[config.mk]
export PLATFORM = sky130hd
export DESIGN_NAME = twf_m1_seq
export DESIGN_NICKNAME = d
export VERILOG_FILES = /design/src/rtl/fft_twf_pkg.sv /design/src/rtl/frame_idx_cnt.sv /design/src/rtl/twf_m1_seq.sv
export SDC_FILE = /design/constraint.sdc
export NUM_CORES = 1
export LEC_CHECK = 0
export CAP_MARGIN = 20
export CORE_ASPECT_RATIO = 1.2
export CORE_MARGIN = 2
export CORE_UTILIZATION = 35
export DETAILED_ROUTE_END_ITERATION = 10
export GPL_ROUTABILITY_DRIVEN = 0
export PLACE_DENSITY = 0.69
export SLEW_MARGIN = 25
export SYNTH_ARGS = -nofsm -noshare
export SYNTH_HDL_FRONTEND = slang
export SYNTH_SLANG_ARGS = --single-unit
[constraint.sdc]
create_clock -name clk -period 5.4 [get_ports clk]
set_clock_uncertainty 0.15 [all_clocks]
set_input_delay 0.81 -clock clk [delete_from_list [all_inputs] [get_ports clk]]
set_output_delay 0.81 -clock clk [all_outputs]
set_load 0.005 [all_outputs]
[src/rtl/fft_twf_pkg.sv]
// Shared types and constants for the CBFP 512-point FFT twiddle sequencers.
package fft_twf_pkg;

  localparam int TW_W  = 9;
  localparam int TW_AW = 6;
  localparam int FFT_N = 512;

  typedef struct packed {
    logic signed [TW_W-1:0] re;
    logic signed [TW_W-1:0] im;
  } twf_t;

  typedef enum logic {IDLE, RUN} seq_state_e;

endpackage

[src/rtl/frame_idx_cnt.sv]
// In-frame sample index counter with load-zero and wrap; shared by the stage sequencers.
module frame_idx_cnt #(
  parameter int LEN = 512,
  localparam int IW = $clog2(LEN)
) (
  input  logic          clk,
  input  logic          rstn,
  input  logic          en,
  input  logic          clr,
  output logic [IW-1:0] idx,
  output logic          first,
  output logic          last
);

  logic [IW-1:0] idx_q;

  // idx is the index the current sample uses; clr restarts the frame at zero.
  assign idx   = clr ? '0 : idx_q;
  assign first = (idx == '0);
  assign last  = (idx == IW'(LEN - 1));

  always_ff @(posedge clk or negedge rstn) begin
    if (!rstn) begin
      idx_q <= '0;
    end else if (en) begin
      idx_q <= last ? '0 : idx + 1'b1;
    end
  end

endmodule

[src/rtl/twf_m1_seq.sv]
// Stage-m1 twiddle ROM sequencer: pairs each framed sample with its twiddle one cycle later.
// Optional statistics counters are enabled by defining TWF_M1_SEQ_STAT_EN.
module twf_m1_seq
  import fft_twf_pkg::*;
#(
  parameter int DW         = 16,
  parameter int FRAME_LEN  = FFT_N,
  parameter int ADDR_SHIFT = 0
) (
  input  logic              clk,
  input  logic              rstn,
  input  logic              in_valid,
  output logic              in_ready,
  input  logic              in_sop,
  input  logic [DW-1:0]     in_re,
  input  logic [DW-1:0]     in_im,
  output logic [TW_AW-1:0]  rom_addr,
  input  logic [TW_W-1:0]   rom_re,
  input  logic [TW_W-1:0]   rom_im,
  output logic              out_valid,
  input  logic              out_ready,
  output logic              out_sop,
  output logic              out_eop,
  output logic [DW-1:0]     out_re,
  output logic [DW-1:0]     out_im,
  output logic [TW_W-1:0]   out_tw_re,
  output logic [TW_W-1:0]   out_tw_im,
  output logic              sop_err,
  output logic              drop
`ifdef TWF_M1_SEQ_STAT_EN
  ,
  output logic [15:0]       frame_cnt,
  output logic [15:0]       err_cnt
`endif
);

  localparam int IW = $clog2(FRAME_LEN);

  seq_state_e       state;
  logic             accept;
  logic             discard;
  logic             sop_ev;
  logic [IW-1:0]    idx;
  logic             first;
  logic             last;
  logic [TW_AW-1:0] addr_now;
  logic [TW_AW-1:0] addr_q;
  twf_t             tw;

  assign in_ready = ~out_valid | out_ready;
  assign accept   = in_valid & in_ready;
  assign discard  = accept & (state == IDLE) & ~in_sop;
  assign sop_ev   = accept & (state == RUN) & in_sop;

  frame_idx_cnt #(.LEN(FRAME_LEN)) u_idx (
    .clk   (clk),
    .rstn  (rstn),
    .en    (accept & ~discard),
    .clr   (in_sop),
    .idx   (idx),
    .first (first),
    .last  (last)
  );

  // Outside the accept cycle the address is held so the ROM output stays valid under stall.
  assign addr_now = TW_AW'(idx >> ADDR_SHIFT);
  assign rom_addr = accept ? addr_now : addr_q;

  assign tw        = '{re: rom_re, im: rom_im};
  assign out_tw_re = tw.re;
  assign out_tw_im = tw.im;

  always_ff @(posedge clk or negedge rstn) begin
    if (!rstn) begin
      state     <= IDLE;
      out_valid <= 1'b0;
      out_sop   <= 1'b0;
      out_eop   <= 1'b0;
      out_re    <= '0;
      out_im    <= '0;
      sop_err   <= 1'b0;
      drop      <= 1'b0;
      addr_q    <= '0;
    end else begin
      drop <= discard;
      if (sop_ev) begin
        sop_err <= 1'b1;
      end
      if (accept) begin
        addr_q    <= addr_now;
        out_valid <= ~discard;
        if (!discard) begin
          out_re  <= in_re;
          out_im  <= in_im;
          out_sop <= first;
          out_eop <= last;
          state   <= last ? IDLE : RUN;
        end
      end else if (out_ready) begin
        out_valid <= 1'b0;
      end
    end
  end

`ifdef TWF_M1_SEQ_STAT_EN
  always_ff @(posedge clk or negedge rstn) begin
    if (!rstn) begin
      frame_cnt <= '0;
      err_cnt   <= '0;
    end else begin
      if (out_valid && out_ready && out_eop && frame_cnt != 16'hFFFF) begin
        frame_cnt <= frame_cnt + 1'b1;
      end
      if ((discard || sop_ev) && err_cnt != 16'hFFFF) begin
        err_cnt <= err_cnt + 1'b1;
      end
    end
  end
`endif

endmodule

==> flow_summary_export.csv <==
group,metric,value,unit
logic_synthesis,synth_ff_type,"dfrtp_1",
sta,slew_violations,0,
clock_tree,cts_buffers,5,
logic_synthesis,netlist_area,2320,um2
layout,final_cells,331,
clock_tree,clk_path_buf_depth,2,
placement,place_area,3060,um2
floorplanning,std_cell_rows,32,
sta,setup-violations-final,0,
floorplanning,core_area,6450,um2
logic_synthesis,avgSynthCellArea,12.6,um2
power_and_ir_drop,combPwrFrac,0.301,
logic_synthesis,synth_seq_cells,53,
critical_path,cp.arrival,2.64,ns
critical_path,cp_slowest_stage_delay,0.55,ns
floorplanning,die-area,7310,um2
logic_synthesis,ys_async_sr_fraction,1.00,
clock_tree,cts_resized,0,
power_and_ir_drop,power_frac_seq,0.500,
critical_path,path_max_fanout,13,
critical_path,slowest_stage,"clkdlybuf4s50_1",
critical_path,crit_top_cell,"clkdlybuf4s50_1",
clock_tree,post-cts-setup-buffers,0,
power_and_ir_drop,p_switching,295,uW
floorplanning,boundaryPins,117,
layout,final_util,0.488,
critical_path,cp_num_buf_inv,2,
power_and_ir_drop,power_switching_share,0.270,
critical_path,path_delay_family,"buffers and inverters",
detailed_routing,dr.pass1.iters,4,
clock_tree,worst_skew_pair.late_latency,0.31,ns
detailed_routing,via_per_inst,4.85,
sta,min_period,3.60,ns
layout,multi_input_area,810,um2
critical_path,crit_required,4.44,ns
power_and_ir_drop,internal_power,797,uW
sta,relSlewSlack,0.435,
logic_synthesis,synth_edf_count,0,
clock_tree,cts-htree-levels,2,
detailed_routing,antenna_left,0,
layout,synthToLayoutAreaGrowth,35.3,%
detailed_routing,wl_per_cell,13.0,um
power_and_ir_drop,leakage,0.00131,uW
detailed_routing,drt_iter0_markers,67,
logic_synthesis,synth.distinct_cells,34,
layout,final_area,3140,um2
logic_synthesis,synth_seq_area_share,0.571,
run,maxCapViolations,0,
global_routing,antenna_found_initial,0,
clock_tree,cts.clk_slew.worst_paths,0.10,ns
logic_synthesis,synth_cells,184,
hold_path,hold_path.class,"reg2reg",
sta,fmax,0.278,GHz
layout,nFillCells,577,
clock_tree,holdBufCountCts,0,
clock_tree,cts_tree,"done",
placement,place_hpwl,3.06,mm
sta,finalSetupTns,0,ns
detailed_routing,drc,0,
power_and_ir_drop,pwr-share-clk,0.200,
critical_path,cp-start-kind,"input port",
global_routing,grt_first_pass_wirelength,7.42,mm
clock_tree,cts_root_buffer,"clkbuf_8",
layout,drive_gt1_frac,0.0488,
floorplanning,die_w,78.4,um
placement,dp_cells,323,
critical_path,r2r_slack,3.17,ns
sta,rsz0062_at_grt,"no",
critical_path,path_cells,"clkdlybuf4s50_1 > nand2b_1 > nand2_1 > o21ai_0 > clkdlybuf4s50_1",
critical_path,setup.worst_path.end_class,"primary output",
power_and_ir_drop,power_density,347,nW/um2
clock_tree,clock-sinks,53,
global_routing,grt_overflow,0,
logic_synthesis,syn-num-nets,242,
detailed_routing,num_vias,1604,
layout,antennaDiodeCount,0,
run_status,status,"completed",
sta,worst_pin_slew,0.843,ns
power_and_ir_drop,ir_drop,0.175,mV
floorplanning,initial_core_util,0.360,
sta,finalHoldViolCount,0,
global_routing,grt_pass1_vias,1584,
logic_synthesis,yosys_warnings,0,
global_routing,track_usage,0.128,
layout,nNetsFinal,303,
layout,regArea,1330,um2
floorplanning,die_y,93.3,um
sta,fin_crit_sh,0.667,
critical_path,crit_type,"in2out",
placement,port_buffers,80,
detailed_routing,routed_wl,4.31,mm
global_routing,grt_max_degree,54,
==> area by class of cell <==
type	count	share of cell area
multi-input cells	101	0.257
well taps	85	0.0338
flip-flops and latches	53	0.422
clock inverters	1	0.00239
repair buffers	82	0.258
clock buffers	7	0.0243
inverters	2	0.00239
==> cells by family after synthesis <==
logic type                 count (synthesis)  synth area share
DFF                                       53             0.571
AOI/OAI and AO/OA                         20            0.0603
and+or+nand+nor                           42            0.0937
buffers and inverters                     30            0.0845
muxes                                     36             0.174
adders and majority gates                  3            0.0162
==> cell usage after synthesis (all sizes together) (2+ instances only) <==
master	instances	area share
nor4	2	0.0054
mux2	36	0.17
nor2	2	0.0032
inv	2	0.0032
ha	3	0.016
nor2b	2	0.0054
o21ai	9	0.019
a22oi	2	0.0065
nand2	16	0.027
clkbuf	3	0.0048
nor3	4	0.0086
nand2b	7	0.019
o41ai	2	0.0075
buf	25	0.076
nand3	4	0.0086
dfrtp	53	0.57
==> state kept, by name, indices dropped and copies added, names as in the netlist <==
register and flops:
addr_q 6, out_sop 1, out_valid 1, drop 1, state 1, out_re 16
sop_err 1, out_im 16, out_eop 1, u_idx.idx_q 9
==> power groups by stage <==
stage / combinational (uW) / sequential [uW] / clock, uW
6_report: 328 / 546 / 218
2_1_floorplan: 134 / 552 / 0
3_5_place_dp: 334 / 554 / 0
4_1_cts: 336 / 547 / 229
5_1_grt: 361 / 560 / 243
3_3_place_gp: 331 / 552 / 0
==> per-layer routing <==
| metal | global-route usage | up-vias | part of all wire |
|---|---|---|---|
| met5 | 0 | - | 0 |
| met4 | 0.0468 | 0 | 0.015 |
| met3 | 0.0405 | 6 | 0.064 |
| met2 | 0.209 | 48 | 0.47 |
| met1 | 0.159 | 804 | 0.45 |
| li1 | - | 746 | - |
==> metrics by stage <==
stage	total power, uW	setup WS, ns	hold WS, ns
2_1_floorplan	686	2.84	0.310
3_3_place_gp	883	1.85	0.323
3_5_place_dp	888	1.78	0.313
4_1_cts	1110	1.78	0.332
5_1_grt	1160	1.61	0.357
6_report	1090	1.80	0.327
==> path summary, 6_finish.rpt <==
kind | depth (start not counted) | end | start
worst max register to register | 3 | out_re[10] | state
min in group asynchronous | 2 | out_im[6] | rstn
max in group asynchronous | 2 | out_eop | rstn
worst max-delay path | 5 | rom_addr[1] | out_ready
worst min register to register | 1 | sop_err | sop_err
worst min-delay path | 1 | sop_err | sop_err
==> placed cells by master, fill, tap and decap left out <==
master / netlist / routed
nor3_1: 4 / 4
inv_1: 2 / 2
nor4_1: 2 / 2
mux2_1: 35 / 35
and2_1: 1 / 1
nor2_1: 2 / 2
or4_1: 1 / 1
ha_1: 3 / 3
nor4b_1: 1 / 1
nand2_2: 1 / 1
o21ai_0: 4 / 4
clkbuf_1: 3 / 2
dfrtp_1: 53 / 53
mux2_2: 1 / 1
buf_2: 4 / 1
clkdlybuf4s50_1: 0 / 79
o311ai_1: 1 / 1
a221o_1: 1 / 1
a21oi_1: 1 / 1
nand3_1: 4 / 4
o21a_1: 1 / 1
buf_4: 19 / 2
o41ai_1: 2 / 2
o21ai_1: 5 / 5
nand2_1: 15 / 15
clkinvlp_4: 0 / 1
clkbuf_8: 0 / 5
nor2b_1: 2 / 2
a41o_1: 1 / 1
and4b_1: 1 / 1
nand2b_1: 7 / 7
a22oi_1: 2 / 2
o211ai_4: 0 / 1
a211o_1: 1 / 1
nand4_1: 1 / 1
No activity file was read; power rests on OpenSTA's default activity.
